## src/rtl/temp_pkg.sv

```systemverilog
// Shared types and constants for the temperature sensor front end.
// Holds the FSM state encoding, clamp limits and the clamp helper.
package temp_pkg;

    typedef enum logic [1:0] {
        IDLE   = 2'd0,
        SETUP  = 2'd1,
        SHIFT  = 2'd2,
        UPDATE = 2'd3
    } state_t;

    typedef logic [4:0] temp_t;

    localparam temp_t T_MIN   = 5'd0;
    localparam temp_t T_MAX   = 5'd31;
    localparam temp_t T_RESET = 5'd20;

    localparam int N_BITS = 8;

    // Raw byte is two's complement: sign bit forces floor, bits 6:5 set means above T_MAX.
    function automatic temp_t clamp_temp(input logic [N_BITS-1:0] raw);
        temp_t t;
        if (raw[7]) begin
            t = T_MIN;
        end else if (raw[6:5] != 2'b00) begin
            t = T_MAX;
        end else begin
            t = raw[4:0];
        end
        return t;
    endfunction

endpackage

```

## src/rtl/sensor_spi_rx.sv

```systemverilog
// Serial receive engine: chip-select setup, 8 sclk periods, MSB-first capture.
// Conversion takes SCLK_HALF*17 cycles from start; start is ignored while busy.
module sensor_spi_rx
    import temp_pkg::*;
#(
    parameter int SCLK_HALF = 4
) (
    input  logic              clk,
    input  logic              rst_n,
    input  logic              start_i,
    input  logic              sdo_i,
    output logic              cs_n_o,
    output logic              sclk_o,
    output logic              setup_done_o,
    output logic              done_o,
    output logic [N_BITS-1:0] data_o
);

    localparam int HW = (SCLK_HALF > 1) ? $clog2(SCLK_HALF) : 1;
    localparam logic [HW-1:0] HALF_LAST = HW'(SCLK_HALF - 1);

    state_t              ph_q, ph_d;
    logic [HW-1:0]       cnt_q, cnt_d;
    logic [3:0]          half_q, half_d;
    logic [N_BITS-1:0]   sh_q, sh_d;
    logic                cs_n_q, cs_n_d;
    logic                sclk_q, sclk_d;
    logic                half_end;

    assign half_end = (cnt_q == HALF_LAST);

    always_comb begin
        ph_d   = ph_q;
        cnt_d  = cnt_q;
        half_d = half_q;
        sh_d   = sh_q;
        cs_n_d = cs_n_q;
        sclk_d = sclk_q;
        case (ph_q)
            IDLE: begin
                if (start_i) begin
                    ph_d   = SETUP;
                    cs_n_d = 1'b0;
                    cnt_d  = '0;
                end
            end
            SETUP: begin
                if (half_end) begin
                    ph_d   = SHIFT;
                    cnt_d  = '0;
                    half_d = 4'd0;
                end else begin
                    cnt_d = cnt_q + HW'(1);
                end
            end
            SHIFT: begin
                if (half_end) begin
                    cnt_d  = '0;
                    half_d = half_q + 4'd1;
                    // Even half-periods are the low phases; their end is the rising sclk edge.
                    sclk_d = ~half_q[0];
                    if (!half_q[0]) begin
                        sh_d = {sh_q[N_BITS-2:0], sdo_i};
                    end
                    if (half_q == 4'd15) begin
                        ph_d   = IDLE;
                        cs_n_d = 1'b1;
                        sclk_d = 1'b0;
                    end
                end else begin
                    cnt_d = cnt_q + HW'(1);
                end
            end
            default: begin
                ph_d   = IDLE;
                cs_n_d = 1'b1;
                sclk_d = 1'b0;
            end
        endcase
    end

    always_ff @(posedge clk or negedge rst_n) begin
        if (!rst_n) begin
            ph_q   <= IDLE;
            cnt_q  <= '0;
            half_q <= 4'd0;
            sh_q   <= '0;
            cs_n_q <= 1'b1;
            sclk_q <= 1'b0;
        end else begin
            ph_q   <= ph_d;
            cnt_q  <= cnt_d;
            half_q <= half_d;
            sh_q   <= sh_d;
            cs_n_q <= cs_n_d;
            sclk_q <= sclk_d;
        end
    end

    assign setup_done_o = (ph_q == SETUP) && half_end;
    assign done_o       = (ph_q == SHIFT) && half_end && (half_q == 4'd15);
    assign data_o       = sh_q;
    assign cs_n_o       = cs_n_q;
    assign sclk_o       = sclk_q;

endmodule

```

## src/rtl/temp_sensor_filter.sv

```systemverilog
// Periodic sensor sampling with clamp and 4-sample moving average for the AC controller.
// temp_valid follows chip-select fall by SCLK_HALF*17+2 cycles; no backpressure, output just holds.
module temp_sensor_filter
    import temp_pkg::*;
#(
    parameter int SAMPLE_PERIOD = 1000,
    parameter int SCLK_HALF     = 4
) (
    input  logic       clk,
    input  logic       rst_n,
    input  logic       sensor_sdo,
    output logic       sensor_cs_n,
    output logic       sensor_sclk,
    output logic [4:0] temperature,
    output logic       temp_valid
);

    localparam int PW = (SAMPLE_PERIOD > 1) ? $clog2(SAMPLE_PERIOD) : 1;
    localparam logic [PW-1:0] PER_LAST = PW'(SAMPLE_PERIOD - 1);

    state_t              st_q, st_d;
    logic [PW-1:0]       per_q, per_d;
    logic                first_q, first_d;
    logic                filled_q, filled_d;
    logic [1:0]          wr_ptr_q, wr_ptr_d;
    logic [3:0][4:0]     win_q, win_d;
    logic                calc_q;
    temp_t               temp_q, temp_d;
    logic                vld_q;

    logic                period_done;
    logic                spi_start;
    logic                do_update;
    logic                spi_setup_done;
    logic                spi_done;
    logic [N_BITS-1:0]   spi_data;
    temp_t               sample;
    logic [6:0]          win_sum;
    temp_t               win_avg;

    sensor_spi_rx #(
        .SCLK_HALF (SCLK_HALF)
    ) u_spi (
        .clk          (clk),
        .rst_n        (rst_n),
        .start_i      (spi_start),
        .sdo_i        (sensor_sdo),
        .cs_n_o       (sensor_cs_n),
        .sclk_o       (sensor_sclk),
        .setup_done_o (spi_setup_done),
        .done_o       (spi_done),
        .data_o       (spi_data)
    );

    // The first conversion after reset skips the idle wait.
    assign period_done = first_q || (per_q == PER_LAST);

    always_ff @(posedge clk or negedge rst_n) begin
        if (!rst_n) begin
            st_q <= IDLE;
        end else begin
            st_q <= st_d;
        end
    end

    always_comb begin
        st_d = st_q;
        case (st_q)
            IDLE:    if (period_done)    st_d = SETUP;
            SETUP:   if (spi_setup_done) st_d = SHIFT;
            SHIFT:   if (spi_done)       st_d = UPDATE;
            UPDATE:                      st_d = IDLE;
            default:                     st_d = IDLE;
        endcase
    end

    always_comb begin
        spi_start = (st_q == IDLE) && period_done;
        do_update = (st_q == UPDATE);
    end

    assign sample = clamp_temp(spi_data);

    always_comb begin
        per_d    = per_q;
        first_d  = first_q;
        filled_d = filled_q;
        wr_ptr_d = wr_ptr_q;
        win_d    = win_q;
        if (st_q == IDLE) begin
            per_d = period_done ? '0 : per_q + PW'(1);
        end
        if (spi_start) begin
            first_d = 1'b0;
        end
        if (do_update) begin
            per_d = '0;
            if (!filled_q) begin
                win_d    = {4{sample}};
                wr_ptr_d = 2'd1;
                filled_d = 1'b1;
            end else begin
                win_d[wr_ptr_q] = sample;
                wr_ptr_d        = wr_ptr_q + 2'd1;
            end
        end
    end

    assign win_sum = 7'(win_q[0]) + 7'(win_q[1]) + 7'(win_q[2]) + 7'(win_q[3]);
    assign win_avg = 5'(win_sum >> 2);
    assign temp_d  = calc_q ? win_avg : temp_q;

    always_ff @(posedge clk or negedge rst_n) begin
        if (!rst_n) begin
            per_q    <= '0;
            first_q  <= 1'b1;
            filled_q <= 1'b0;
            wr_ptr_q <= 2'd0;
            win_q    <= '0;
            calc_q   <= 1'b0;
            temp_q   <= T_RESET;
            vld_q    <= 1'b0;
        end else begin
            per_q    <= per_d;
            first_q  <= first_d;
            filled_q <= filled_d;
            wr_ptr_q <= wr_ptr_d;
            win_q    <= win_d;
            calc_q   <= do_update;
            temp_q   <= temp_d;
            vld_q    <= calc_q;
        end
    end

    assign temperature = temp_q;
    assign temp_valid  = vld_q;

endmodule
```

## config.mk

```make
export PLATFORM = sky130hd
export DESIGN_NAME = temp_sensor_filter
export DESIGN_NICKNAME = d
export VERILOG_FILES = /design/src/rtl/temp_pkg.sv /design/src/rtl/sensor_spi_rx.sv /design/src/rtl/temp_sensor_filter.sv
export SDC_FILE = /design/constraint.sdc
export NUM_CORES = 1
export LEC_CHECK = 0
export CORE_ASPECT_RATIO = 0.7
export CORE_MARGIN = 2
export CORE_UTILIZATION = 56
export DETAILED_ROUTE_END_ITERATION = 8
export PLACE_DENSITY = 0.74
export RECOVER_POWER = 100
export SYNTH_ARGS = -nofsm -noshare
export SYNTH_HDL_FRONTEND = slang
export SYNTH_SLANG_ARGS = --single-unit
```

## constraint.sdc

```tcl
create_clock -name clk -period 3.2 [get_ports clk]
set_input_delay 0.64 -clock clk [delete_from_list [all_inputs] [get_ports clk]]
set_output_delay 0.64 -clock clk [all_outputs]
set_load 0.02 [all_outputs]
```

==> impl_results.md, run 1 <==
* Run status: finished, violations left
* Violations in the final reports: max-capacitance violations, max-slew violations
* CP max stage delay at 570 ps
* Kind of capture point of the worst setup path: flop
* Launch point of the worst path: win_q[2]
* Initial cell density of the core at 57.5%
* Number of failing setup endpoints in the final timing report at 0
* Classification of the worst setup path: reg -> reg
* Series of cell instances along the critical path: fa_1, fa_1, ha_1, and4b_1, o21a_1, or3_1, a31o_2
* Layout net count at 342
* # hold bufs at CTS at 0
* Clock network fraction of total power at 43.4%
* Most common cell after layout, fill and taps aside: dfrtp_1
* Switching power share of the total at 23.2%
* Met3 Track Usage GR at 7.27%
* Seq/Total Area, Yosys at 47.0%
* Cell taking the most area after synthesis: dfrtp_1
* Clock Path Buffers at 2
* Leading register cell type out of synthesis: dfrtp_1
* Kind of cell with the highest combined delay on the critical path: adder cells
* Number of buffers created by CTS at 9
* Reg2reg start: win_q[2]
* Worst clock skew at 9.67 ps
* Critical Path RT at 3470 ps
* Reg-to-reg slack, setup at 470 ps
* Final Worst Setup Slack at 467 ps
* Reg clk slew, reported paths at 70 ps
* Synthesized instance count at 291
* Via count of the first global-routing pass at 2091
* Post-CTS Setup Inserts at 0
* Detailed-route wire length per cell at 14.2 µm
* Critical path launch point type: flop
* Total Routed Length at 5.51 mm
* Worst reg2reg path endpoint: temperature[2]
* Via count of the routed design at 2049
* Total standard cell area after synthesis at 3260 µm²
* Slew @ Worst Pin at 2210 ps
* Total number of clock tree sinks at 61
* Final std cell area, no fill at 3600 µm²
* Portion of total power attributed to combinational logic at 1.3%
* Maximum vdd ir drop at 239 µV
* Total area of sequential cells at 1530 µm²
* Total nets after synthesis at 324
* Final standard cell count with taps included and fillers excluded at 389
* Min Tclk post-route at 2730 ps
* Std cell rows at 23
* Most frequent cells in the layout: dfrtp_1 (57), inv_1 (35), mux2_2 (30)
* Area overhead of the layout relative to synthesis at 10.5%
* I/O Pins at 11
* Static leakage power at 1.76 nW
* Synth Register Bits at 61
* Core outline area at 5670 µm²
* Max-cap viol count at 1
* Per-cell via count in the routed design at 5.27
* Pwr per Cell Area at 388 nW/µm²
* P_sw at 0.000325 W
* Depth of the critical timing path with buffers and inverters included at 7
* Rel. slew slack at -47.1%
* Cell area after placement at 3440 µm²
* Pin count of the biggest net entering global routing at 44
* Share of post-route cells with drive strength above 1 at 17.5%
* Final critical-path share of the clock period at 85.4%
* Async S/R FF share, synth at 100%
* Antenna-violating nets left at 0
* Die area at 6460 µm²
* IO buf count at 10
* Worst-case reg-to-reg path depth at 7
* Horizontal die dimension at 95.2 µm
* Drc violations at 0
* DP Wirelength at 3.99 mm
* Global routing met2 resource utilization at 30.8%
* Dominant cell type by count on the critical path: fa_1
* Total area of multi-input combinational cells at 1570 µm²
* Cell internal pwr at 0.00107 W
* Number of detailed-route iterations in the first pass at 4
* Number of levels in the clock H-tree at 3
* Skew-Pair Late Insertion Delay at 340 ps
* Worst-case setup slack after placement at 491 ps
* Overall power consumption at 0.00140 W
* Power share of the sequential group at 55.3%
* Global-route wire length before repair at 9.95 mm
* All-layer global routing usage at 20.7%
* Layer with the highest usage: met2
* Clock tree from TritonCTS: done
* PostCTS Resize Cnt at 0
* Crit Path Max Fanout at 2
* Count of fill cells added during filler insertion at 437
* CP Capture Point: temperature[2]
* Path type of the worst min-delay path: reg -> reg
* Final weighted congestion of routability-driven global placement at 0.820
* Syn avg cell area at 11.2 µm²
* Worst EP arrival at 3000 ps
* Total Negative Setup Slacks at 0 ps
* Remaining Overflow, GRT at 0
* Cell count after placement at 373
* Area share of the leading cell type in the synthesized netlist at 43.8%
* Bufs and invs on worst path at 0
* Die Height at 67.8 µm
* Slowest stage cell, crit path: fa_1
* RSZ-0062 raised after global routing: no
* Final Hold Vio Count at 0
* Final slew viol count at 44
* Fmax at 366 MHz
* Cell chosen for the clock root: clkbuf_8
* Dominant cells by area after synthesis: dfrtp_1 (44%), mux2_2 (11%), ha_1 (7.7%)
* Antenna violations before repair at 0
* # diodes at 0
* Number of design-rule violations left by the first detailed-router iteration at 89
* Distinct cell type count of the synthesized netlist at 45
* Warnings from Yosys at 0
* EDFF count, synth at 0
* Met1 capacity usage during global routing at 29.2%
synth_stat cells, drive strengths merged (2+ instances only):
library cell and instances:
a21boi 2, a21oi 4, a22o 6, a31oi 2, and2 3, and3 3, and4b 2, buf 2
clkbuf 3, dfrtp 57, dfstp 4, fa 10, ha 20, inv 35, mux2 32, nand2 16
nand2b 6, nand3 11, nand4 3, nor2 15, nor2b 6, nor3 6, o21a 3, o21ai 16
o31ai 2, or2 3, xnor2 2, xor2 2
layer usage:
layer	vias up	routed length, µm
met5	-	0
met4	0	60
met3	6	199
met2	28	2310
met1	983	2940
li1	1032	-
metrics by stage:
step | hold WS, ps | utilization [%]
floorplan | 344 | -
global placement | 469 | 60.7
detailed placement | 473 | 60.7
CTS | 476 | 63.8
global route | 520 | 63.5
finish | 479 | 63.5
worst min-delay path, cell delays in order, from the launching register on:
cell and delay, ps:
dfrtp_1 340, nand2_1 50, o21ai_0 50
worst min-delay path by stage:
stage	startpoint	end	slack [ps]	cells past startpoint
after CTS	rst_n	u_spi.ph_q[0]	480	1
final	temperature[0]	temperature[0]	480	2
after global routing	first_q	first_q	520	1
after floorplan	rst_n	calc_q	340	0
after detailed placement	temperature[3]	temperature[3]	470	2
after global placement	temperature[3]	temperature[3]	470	2
layout make-up:
| cell class | count | area share, % |
|---|---|---|
| Clock buffer | 10 | 3.82 |
| Clock inverter | 6 | 1.08 |
| Inverter | 35 | 3.65 |
| Multi-Input combinational cell | 190 | 43.5 |
| Sequential cell | 61 | 42.5 |
| Tap cell | 75 | 2.61 |
| Timing Repair Buffer | 12 | 2.81 |
flip-flops by register name, summed over array words and instances (netlist names), 2 cells and up:
signal	flops
u_spi.cnt_q	2
st_q	2
u_spi.half_q	4
wr_ptr_q	2
u_spi.ph_q	2
temperature	5
per_q	10
win_q	20
u_spi.data_o	8
power groups by stage:
stage | Combinational, W | Sequential (W) | Clock, W
CTS | 0.0000214 | 0.000772 | 0.000622
floorplan | 0.00000139 | 0.000787 | 0
detailed placement | 0.0000213 | 0.000787 | 0
finish | 0.0000185 | 0.000772 | 0.000607
global route | 0.0000231 | 0.000772 | 0.000662
global placement | 0.0000212 | 0.000787 | 0
kinds of logic (layout without fill, tap and decap cells):
kind of cell | count (synthesis) | in the layout | synth area share (%)
AND/OR/NAND/NOR | 79 | 79 | 12.7
flip-flops | 61 | 61 | 47.0
AO/OA/AOI/OAI | 44 | 44 | 9.33
buffers and inverters | 40 | 63 | 4.72
multiplexers | 33 | 33 | 11.4
adder cells (fa/ha/maj) | 30 | 30 | 13.8
XOR/XNOR | 4 | 4 | 1.08
Note: power is estimated with default switching activity, not from simulation.
==> run 2: changes to the inputs <==
--- a/config.mk
+++ b/config.mk
@@ -11,6 +11,8 @@
 export DETAILED_ROUTE_END_ITERATION = 8
 export PLACE_DENSITY = 0.74
 export RECOVER_POWER = 100
+export SETUP_SLACK_MARGIN = 0.3
+export SLEW_MARGIN = 0
 export SYNTH_ARGS = -nofsm -noshare
 export SYNTH_HDL_FRONTEND = slang
 export SYNTH_SLANG_ARGS = --single-unit
==> results of run 2 <==
Same layout as run 1: the final DEF is identical, and so are final timing and power.
